===== src/rtl/gray_sync_rx_if.sv =====
// rtl/gray_sync_rx_if.sv - gray-coded CDC receive bundle: foreign-domain input plus decoded outputs
interface gray_sync_rx_if #(
    parameter int WIDTH = 4
);
    logic [WIDTH-1:0] gray_in;
    logic [WIDTH-1:0] gray_sync;
    logic [WIDTH-1:0] bin_out;
    logic             upd;
    logic [WIDTH-1:0] delta;
    logic             err;
    logic [7:0]       err_cnt;

    modport master (
        output gray_in,
        input  gray_sync, bin_out, upd, delta, err, err_cnt
    );

    modport slave (
        input  gray_in,
        output gray_sync, bin_out, upd, delta, err, err_cnt
    );
endinterface


===== src/rtl/gray_sync_rx.sv =====
// rtl/gray_sync_rx.sv - gray-coded counter synchronizer with binary decode, step pulses and error count
module gray_sync_rx #(
    parameter int WIDTH       = 4,
    parameter int SYNC_STAGES = 2
) (
    input  logic           clk,
    input  logic           rst_n,
    gray_sync_rx_if.slave  bus
);
    localparam int FILL_W = $clog2(SYNC_STAGES + 2);
    localparam logic [FILL_W-1:0] FILL_DONE = FILL_W'(SYNC_STAGES + 1);

    logic [WIDTH-1:0]  sync [SYNC_STAGES];
    logic [WIDTH-1:0]  gray_sync;
    logic [WIDTH-1:0]  gray_prev;
    logic [WIDTH-1:0]  diff;
    logic [WIDTH-1:0]  bin_new;
    logic [WIDTH-1:0]  bin_prev;
    logic              multi_flip;
    logic              primed;
    logic [FILL_W-1:0] fill;

    logic [WIDTH-1:0]  bin_q;
    logic [WIDTH-1:0]  delta_q;
    logic              upd_q;
    logic              err_q;
    logic [7:0]        err_cnt_q;

    function automatic logic [WIDTH-1:0] gray2bin(input logic [WIDTH-1:0] g);
        logic [WIDTH-1:0] b;
        b[WIDTH-1] = g[WIDTH-1];
        for (int i = WIDTH - 2; i >= 0; i--) begin
            b[i] = b[i+1] ^ g[i];
        end
        return b;
    endfunction

    // Plain flop chain: nothing may sit between stages.
    always_ff @(posedge clk or negedge rst_n) begin
        if (!rst_n) begin
            for (int i = 0; i < SYNC_STAGES; i++) begin
                sync[i] <= '0;
            end
        end else begin
            sync[0] <= bus.gray_in;
            for (int i = 1; i < SYNC_STAGES; i++) begin
                sync[i] <= sync[i-1];
            end
        end
    end

    assign gray_sync  = sync[SYNC_STAGES-1];
    assign diff       = gray_sync ^ gray_prev;
    assign multi_flip = |(diff & (diff - WIDTH'(1)));
    assign bin_new    = gray2bin(gray_sync);
    assign bin_prev   = gray2bin(gray_prev);
    assign primed     = (fill == FILL_DONE);

    // Priming runs until the chain has flushed reset zeros and gray_prev holds a real sample.
    always_ff @(posedge clk or negedge rst_n) begin
        if (!rst_n) begin
            fill      <= '0;
            gray_prev <= '0;
            bin_q     <= '0;
            delta_q   <= '0;
            upd_q     <= 1'b0;
            err_q     <= 1'b0;
            err_cnt_q <= '0;
        end else if (!primed) begin
            fill      <= fill + FILL_W'(1);
            gray_prev <= gray_sync;
            bin_q     <= bin_new;
            upd_q     <= 1'b0;
            err_q     <= 1'b0;
        end else if (diff != '0) begin
            gray_prev <= gray_sync;
            bin_q     <= bin_new;
            delta_q   <= bin_new - bin_prev;
            upd_q     <= 1'b1;
            err_q     <= multi_flip;
            if (multi_flip && err_cnt_q != 8'hFF) begin
                err_cnt_q <= err_cnt_q + 8'd1;
            end
        end else begin
            upd_q <= 1'b0;
            err_q <= 1'b0;
        end
    end

    assign bus.gray_sync = gray_sync;
    assign bus.bin_out   = bin_q;
    assign bus.delta     = delta_q;
    assign bus.upd       = upd_q;
    assign bus.err       = err_q;
    assign bus.err_cnt   = err_cnt_q;
endmodule


===== src/flat_wrapper.sv =====
// flat-port wrapper written by rule: the top's interface ports become plain ports
module gray_sync_rx_flat 
#(
    parameter int WIDTH       = 4,
    parameter int SYNC_STAGES = 2
)
  (clk, rst_n, bus_gray_in, bus_gray_sync, bus_bin_out, bus_upd, bus_delta, bus_err, bus_err_cnt);
  gray_sync_rx_if #(.WIDTH(WIDTH)) bus_i ();
  input  logic clk;
  input  logic rst_n;
  input wire logic [$bits(bus_i.gray_in)-1:0] bus_gray_in;
  output wire logic [$bits(bus_i.gray_sync)-1:0] bus_gray_sync;
  output wire logic [$bits(bus_i.bin_out)-1:0] bus_bin_out;
  output wire logic [$bits(bus_i.upd)-1:0] bus_upd;
  output wire logic [$bits(bus_i.delta)-1:0] bus_delta;
  output wire logic [$bits(bus_i.err)-1:0] bus_err;
  output wire logic [$bits(bus_i.err_cnt)-1:0] bus_err_cnt;
  assign bus_i.gray_in = bus_gray_in;
  assign bus_gray_sync = bus_i.gray_sync;
  assign bus_bin_out = bus_i.bin_out;
  assign bus_upd = bus_i.upd;
  assign bus_delta = bus_i.delta;
  assign bus_err = bus_i.err;
  assign bus_err_cnt = bus_i.err_cnt;
  gray_sync_rx #(.WIDTH(WIDTH), .SYNC_STAGES(SYNC_STAGES)) u_core (.clk(clk), .rst_n(rst_n), .bus(bus_i));
endmodule

===== config.mk =====
export PLATFORM = sky130hd
export DESIGN_NAME = gray_sync_rx_flat
export DESIGN_NICKNAME = d
export VERILOG_FILES = /design/src/rtl/gray_sync_rx_if.sv /design/src/rtl/gray_sync_rx.sv /design/src/flat_wrapper.sv
export SDC_FILE = /design/constraint.sdc
export NUM_CORES = 1
export LEC_CHECK = 0
export ABC_AREA = 1
export CORE_UTILIZATION = 39
export DETAILED_ROUTE_END_ITERATION = 16
export MAX_ROUTING_LAYER = met4
export PLACE_DENSITY = 0.69
export SETUP_SLACK_MARGIN = 0.15
export SLEW_MARGIN = 15
export SYNTH_ARGS = -nofsm -noshare
export SYNTH_HDL_FRONTEND = slang
export SYNTH_SLANG_ARGS = --single-unit

===== constraint.sdc =====
create_clock -name clk -period 2.64 [get_ports clk]
set_input_delay 0.396 -clock clk [delete_from_list [all_inputs] [get_ports clk]]
set_output_delay 0.396 -clock clk [all_outputs]
set_load 0.005 [all_outputs]

==> results.py, run 1 <==
metrics = {
    "worst_setup_path": {
        "path_class": "reg2reg",
        "r2r-end": "u_core.bus.delta[2]",
        "endpoint_kind": "flop",
        "timing.critical_path.required_ns": 2.85,
        "reg2reg_slack_ns": 0.51,
        "cp.arrival_ns": 2.33,
        "critPathMaxFanout": 4,
        "r2r_start": "u_core.bus.bin_out[3]",
        "ff2ff_path_depth": 8,
        "start_kind": "flop",
    },
    "sta": {
        "setup-violations-final": 0,
        "rsz0062_at_grt": "false",
        "finalHoldViolCount": 0,
        "tightest_slew_ns": 0.3771,
        "max_freq_mhz": 470.5,
        "setup_tns_ns": 0,
        "fin_crit_ns": 2.125,
        "skew_ns": 0.002561,
        "hold_ws_ns": 0.3485,
        "report.final.slew_viol_count": 0,
        "finalCritPeriodShare_pct": 80.50,
        "slew_headroom_pct": 74.86,
    },
    "cells_and_area": {
        "final_nets": 210,
        "antenna_cells": 0,
        "drive_gt1_share_pct": 18.09,
        "areaGrowthSynthToFinish_pct": 26.16,
    },
    "synthesis": {
        "syn-instance-count": 173,
        "syn-num-nets": 185,
        "synth_cell_type_count": 24,
        "synth-seq-area-share_pct": 49.44,
        "yosys_warnings": 0,
        "yosys_register_bits": 31,
        "avgSynthCellArea_um2": 9.069,
        "synth_area_um2": 1569,
    },
    "global_route": {
        "grt_pass1_vias": 1034,
        "grtUsageTotal_pct": 14.73,
        "met1_usage_pct": 18.48,
        "gr-max-usage-layer": "met2",
        "use_met2_pct": 21.01,
        "grt_antenna_before_repair": 0,
        "grt_util_met3_pct": 4.688,
        "grt_max_degree": 32,
        "grt-ovfl-total": 0,
        "grt_pass1_wl_mm": 4.505,
    },
    "placed_design": {
        "hpwl_mm": 1.826,
        "placement.io_buffers": 27,
        "gp_congestion": 0.7283,
    },
    "routing": {
        "viasPerCell": 4.478,
        "wire_per_inst_um": 9.939,
        "wl_mm": 2.455,
        "firstDrtPassIters": 4,
        "ant_nets": 0,
        "drtIter0Drc": 35,
        "drcViolationCount": 0,
        "vias": 1106,
    },
    "floorplan": {
        "die_w_um": 65.43,
        "ioPinCount": 28,
        "dieArea_um2": 4280,
        "die_h_um": 65.43,
        "core_um2": 3771,
        "rows": 22,
        "start_util_pct": 41.61,
    },
    "power": {
        "p_per_area_nw_per_um2": 769.8,
        "p_leak_nw": 0.9711,
        "worst_ir_drop_vdd_uv": 334.5,
    },
    "clocking": {
        "clk_path_buf_depth": 2,
        "cts_buffers": 5,
        "cts_root_buffer": "clkbuf_8",
        "ctsHoldBuffers": 0,
        "clk_pin_slew_worst_paths_ns": 0.07,
        "tritoncts": "yes",
        "cts_sinks": 31,
        "cts_max_level": 2,
        "postCtsSetupBuffers": 0,
        "clock_latency_ns": 0.28,
        "cts-resized-gates": 0,
    },
    "run_status": {
        "status": "completed",
    },
    "flow_run": {
        "maxCapViolCount": 0,
    },
    "min_path": {
        "min_path_cells": 0,
        "hold_path.class": "reg2reg",
        "worstHoldStart": "u_core.sync[7]",
        "hold-path-endpoint": "u_core.bus.gray_sync[3]",
    },
}
==> layer usage <==
layer,part of all wire [%],vias to the layer above
met5,0,-
met4,2.5,0
met3,4.3,6
met2,45,20
met1,48,511
li1,-,569
==> where the power goes <==
part	total (W)	switching, W	internal, W
sequential	0.000604	0.0000609	0.000544
combinational	0.000358	0.000160	0.000198
clock	0.000561	0.000185	0.000376
==> logic make-up (layout without fill, tap and decap cells) <==
logic type,after synthesis,count (layout),synth area share [%]
buffers and inverters,29,55,8.612
xor gates and xnor gates,10,10,5.582
DFF,31,31,49.44
AOI/OAI and AO/OA,4,4,1.275
adders and majority gates,6,6,5.263
and+or+nand+nor,93,93,29.83
==> cell usage after synthesis <==
cell type | instances | area, um2
nor2_2 | 4 | 25.02
nand3_1 | 4 | 20.02
nor2_1 | 2 | 7.510
nor2_4 | 1 | 11.26
and2_4 | 1 | 8.760
o21ai_0 | 3 | 15.01
nand3_2 | 9 | 90.09
ha_1 | 5 | 62.56
nor2_8 | 1 | 20.02
fa_1 | 1 | 20.02
buf_4 | 5 | 37.54
or2_2 | 1 | 6.260
a21oi_1 | 1 | 5.000
dfrtp_1 | 31 | 775.7
xnor2_1 | 4 | 35.03
nand4_1 | 1 | 6.260
nand2_1 | 64 | 240.2
nand2_2 | 4 | 25.02
xor2_1 | 6 | 52.55
inv_1 | 13 | 48.80
clkbuf_1 | 4 | 15.01
inv_2 | 6 | 22.52
nand3b_1 | 1 | 7.510
buf_6 | 1 | 11.26
==> cells in the final DEF, fill, tap and decap left out, types with 2 or more instances in the layout <==
| cell type | synthesis | layout |
|---|---|---|
| nand3_1 | 4 | 4 |
| inv_2 | 6 | 6 |
| inv_1 | 13 | 13 |
| o21ai_0 | 3 | 3 |
| xor2_1 | 6 | 6 |
| ha_1 | 5 | 5 |
| xnor2_1 | 4 | 4 |
| nor2_2 | 4 | 4 |
| nand2_2 | 4 | 4 |
| nor2_1 | 2 | 2 |
| nand3_2 | 9 | 9 |
| dfrtp_1 | 31 | 31 |
| clkbuf_8 | 0 | 5 |
| bufinv_16 | 0 | 2 |
| nand2_1 | 64 | 64 |
| clkdlybuf4s50_1 | 0 | 27 |
==> critical path, stage by stage, from the launching register on <==
cell     delay [ns]
dfrtp_1        0.41
xnor2_1        0.24
xor2_1         0.34
xor2_1         0.18
ha_1           0.16
inv_1          0.05
fa_1           0.38
xnor2_1        0.13
o21ai_0        0.15
==> worst max path at each step <==
stage	from	endpoint	slack, ns	cells past startpoint
after detailed placement	u_core.bus.bin_out[3]	u_core.bus.delta[2]	0.49	8
after global routing	u_core.bus.bin_out[3]	u_core.bus.delta[2]	0.26	8
final	u_core.bus.bin_out[3]	u_core.bus.delta[2]	0.51	8
after floorplan	u_core.bus.bin_out[3]	u_core.bus.delta[2]	0.65	8
after global placement	u_core.bus.bin_out[3]	u_core.bus.delta[2]	0.57	8
after CTS	u_core.bus.bin_out[3]	u_core.bus.delta[2]	0.49	8
==> layout make-up <==
| class | instances | area [um2] |
|---|---|---|
| Clock buffer | 5 | 68.82 |
| Clock inverter | 3 | 67.56 |
| Fill cell | 352 | 1792 |
| Inverter | 19 | 71.32 |
| Multi-Input combinational cell | 113 | 658.1 |
| Sequential cell | 31 | 775.7 |
| Tap cell | 48 | 60.06 |
| Timing Repair Buffer | 28 | 277.8 |
==> state kept, by name (all words and copies together) (netlist names) <==
register / flops
u_core.bus.bin_out: 4
u_core.bus.delta: 4
u_core.bus.err: 1
u_core.bus.err_cnt: 8
u_core.bus.gray_sync: 4
u_core.bus.upd: 1
u_core.fill: 2
u_core.gray_prev: 3
u_core.sync: 4
==> through the flow <==
stage	cell area, um2	std cells	power [W]	setup slack, ns	utilization [%]
after floorplan	1569	173	0.0008067	0.6471	-
after global placement	1843	239	0.0009710	0.5724	48.87
after detailed placement	1843	239	0.0009796	0.4942	48.87
after CTS	1979	247	0.001547	0.4891	52.49
after global routing	1979	247	0.001618	0.2550	52.49
final	1979	247	0.001524	0.5148	52.49
Note: power is estimated with default switching activity, not from simulation.
==> run 2: changes to the inputs <==
- clock period: 2.64 -> 2 ns (I/O delays scaled with it)
==> results.py, run 2 (synthesis gave the netlist of run 1 again) <==
metrics = {
    "power": {
        "p_per_area_nw_per_um2": 884.1,
        "p_total_w": 0.001795,
        "worst_ir_drop_vdd_uv": 387.8,
        "p_leak_nw": 0.9987,
    },
    "routing": {
        "wl_met3_um": 110,
        "firstDrtPassIters": 4,
        "ant_nets": 0,
        "drcViolationCount": 0,
        "top_layer_used": "met4",
        "wire_per_inst_um": 10.28,
        "met2_length_mm": 1.207,
        "drtIter0Drc": 28,
        "vias": 1113,
        "wl_mm": 2.610,
        "viasPerCell": 4.382,
        "wl_met1_mm": 1.238,
    },
    "placed_design": {
        "post-place-ws_ns": -0.01788,
        "gp_congestion": 0.7710,
        "placement.io_buffers": 27,
        "hpwl_mm": 1.875,
    },
    "worst_setup_path": {
        "critPathMaxFanout": 2,
        "timing.critical_path.required_ns": 2.17,
        "path_class": "reg2reg",
        "slowest_stage": "dfrtp_1",
        "max_stage_delay_ns": 0.41,
        "cp.arrival_ns": 2.10,
        "endpoint_kind": "flop",
        "reg2reg_slack_ns": 0.08,
        "crit_chain": "xnor2_2 > xor2_2 > xor2_1 > ha_2 > inv_2 > fa_2 > xnor2_1 > o21ai_1",
        "start_kind": "flop",
    },
    "clocking": {
        "clk_pin_slew_worst_paths_ns": 0.06,
        "cts_buffers": 5,
        "clk_path_buf_depth": 2,
        "tritoncts": "yes",
        "clock_latency_ns": 0.28,
        "cts_sinks": 31,
        "cts_root_buffer": "clkbuf_8",
        "ctsHoldBuffers": 0,
        "cts_max_level": 2,
    },
    "global_route": {
        "grt_pass1_vias": 1080,
        "grtUsageTotal_pct": 15.45,
        "grt_pass1_wl_mm": 4.698,
        "grt_antenna_before_repair": 0,
        "grt_max_degree": 32,
        "grt-ovfl-total": 0,
    },
    "floorplan": {
        "dieArea_um2": 4280,
        "start_util_pct": 41.61,
        "rows": 22,
        "core_um2": 3771,
        "ioPinCount": 28,
        "die_w_um": 65.43,
        "die_h_um": 65.43,
    },
    "sta": {
        "tightest_slew_ns": 0.3867,
        "max_freq_mhz": 519.8,
        "report.final.slew_viol_count": 0,
        "finalCritPeriodShare_pct": 96.19,
        "skew_ns": 0.006078,
        "slew_headroom_pct": 74.22,
        "rsz0062_at_grt": "true",
        "setup-violations-final": 0,
        "worst_slack_ns": 0.07613,
        "setup_tns_ns": 0,
        "finalHoldViolCount": 0,
        "fin_crit_ns": 1.924,
    },
    "cells_and_area": {
        "areaGrowthSynthToFinish_pct": 29.43,
        "largest_reg_flops": 8,
        "fin_util_pct": 53.85,
        "layout_common_cells": "nand2_1 (58), dfrtp_1 (31), clkdlybuf4s50_1 (27)",
        "final_common_cell": "nand2_1",
        "drive_gt1_share_pct": 27.18,
        "final_nets": 218,
        "antenna_cells": 0,
    },
    "run_status": {
        "status": "completed",
    },
    "min_path": {
        "hold_path.class": "reg2reg",
    },
    "flow_run": {
        "maxCapViolCount": 0,
    },
}
==> run 2: metrics by stage <==
stage | hold WS [ns] | area (um2) | cells
2_1_floorplan | 0.004409 | 1589 | 173
3_3_place_gp | 0.3310 | 1878 | 241
3_5_place_dp | 0.3371 | 1878 | 241
4_1_cts | 0.3511 | 1998 | 252
5_1_grt | 0.3580 | 2031 | 254
6_report | 0.3438 | 2031 | 254
==> run 2: power by group <==
group | switching (W) | total, W | internal, W | leakage, nW
Clock | 0.000221 | 0.000490 | 0.000269 | 0.0470
Combinational | 0.000224 | 0.000507 | 0.000283 | 0.585
Sequential | 0.0000797 | 0.000798 | 0.000718 | 0.367
==> run 2: path summary, 6_finish.rpt <==
path                                startpoint                       to  depth (start not counted)
max                        u_core.gray_prev[2]      u_core.bus.delta[2]                          8
max reg2reg                u_core.gray_prev[2]      u_core.bus.delta[2]                          8
max in group asynchronous                rst_n      u_core.gray_prev[0]                          2
min                             u_core.sync[5]  u_core.bus.gray_sync[1]                          0
min in group asynchronous                rst_n  u_core.bus.gray_sync[1]                          2
min reg2reg                     u_core.sync[5]  u_core.bus.gray_sync[1]                          0
==> run 2: layout make-up <==
class	instances	area, um2
Clock buffer	6	82.58
Inverter	19	71.32
Timing Repair Buffer	36	337.8
Clock inverter	1	5.005
Sequential cell	31	775.7
Tap cell	48	60.06
Multi-Input combinational cell	113	698.2
Fill cell	331	1740
==> run 2: critical path: cells and delay by family, from the launching register on <==
kind,cells,cell delay (ns)
xor gates and xnor gates,4,0.77
adders and majority gates,2,0.53
DFF,1,0.41
AOI/OAI and AO/OA,1,0.07
buffers and inverters,1,0.04
==> run 2: routing by layer <==
metal  GRT usage, %  up-vias
met5              -        -
met4          8.152        0
met3          4.688        7
met2          22.42       22
met1          19.33      503
li1               -      581
==> run 2: repair_timing <==
item                                    in CTS  in global routing
endpoints found under the setup margin       3                  3
pin swaps                                    4                  6
hold endpoints to repair                     0                  0
setup buffers                                4                  2
gates cloned                                 0                  0
gates resized for setup                      1                  7
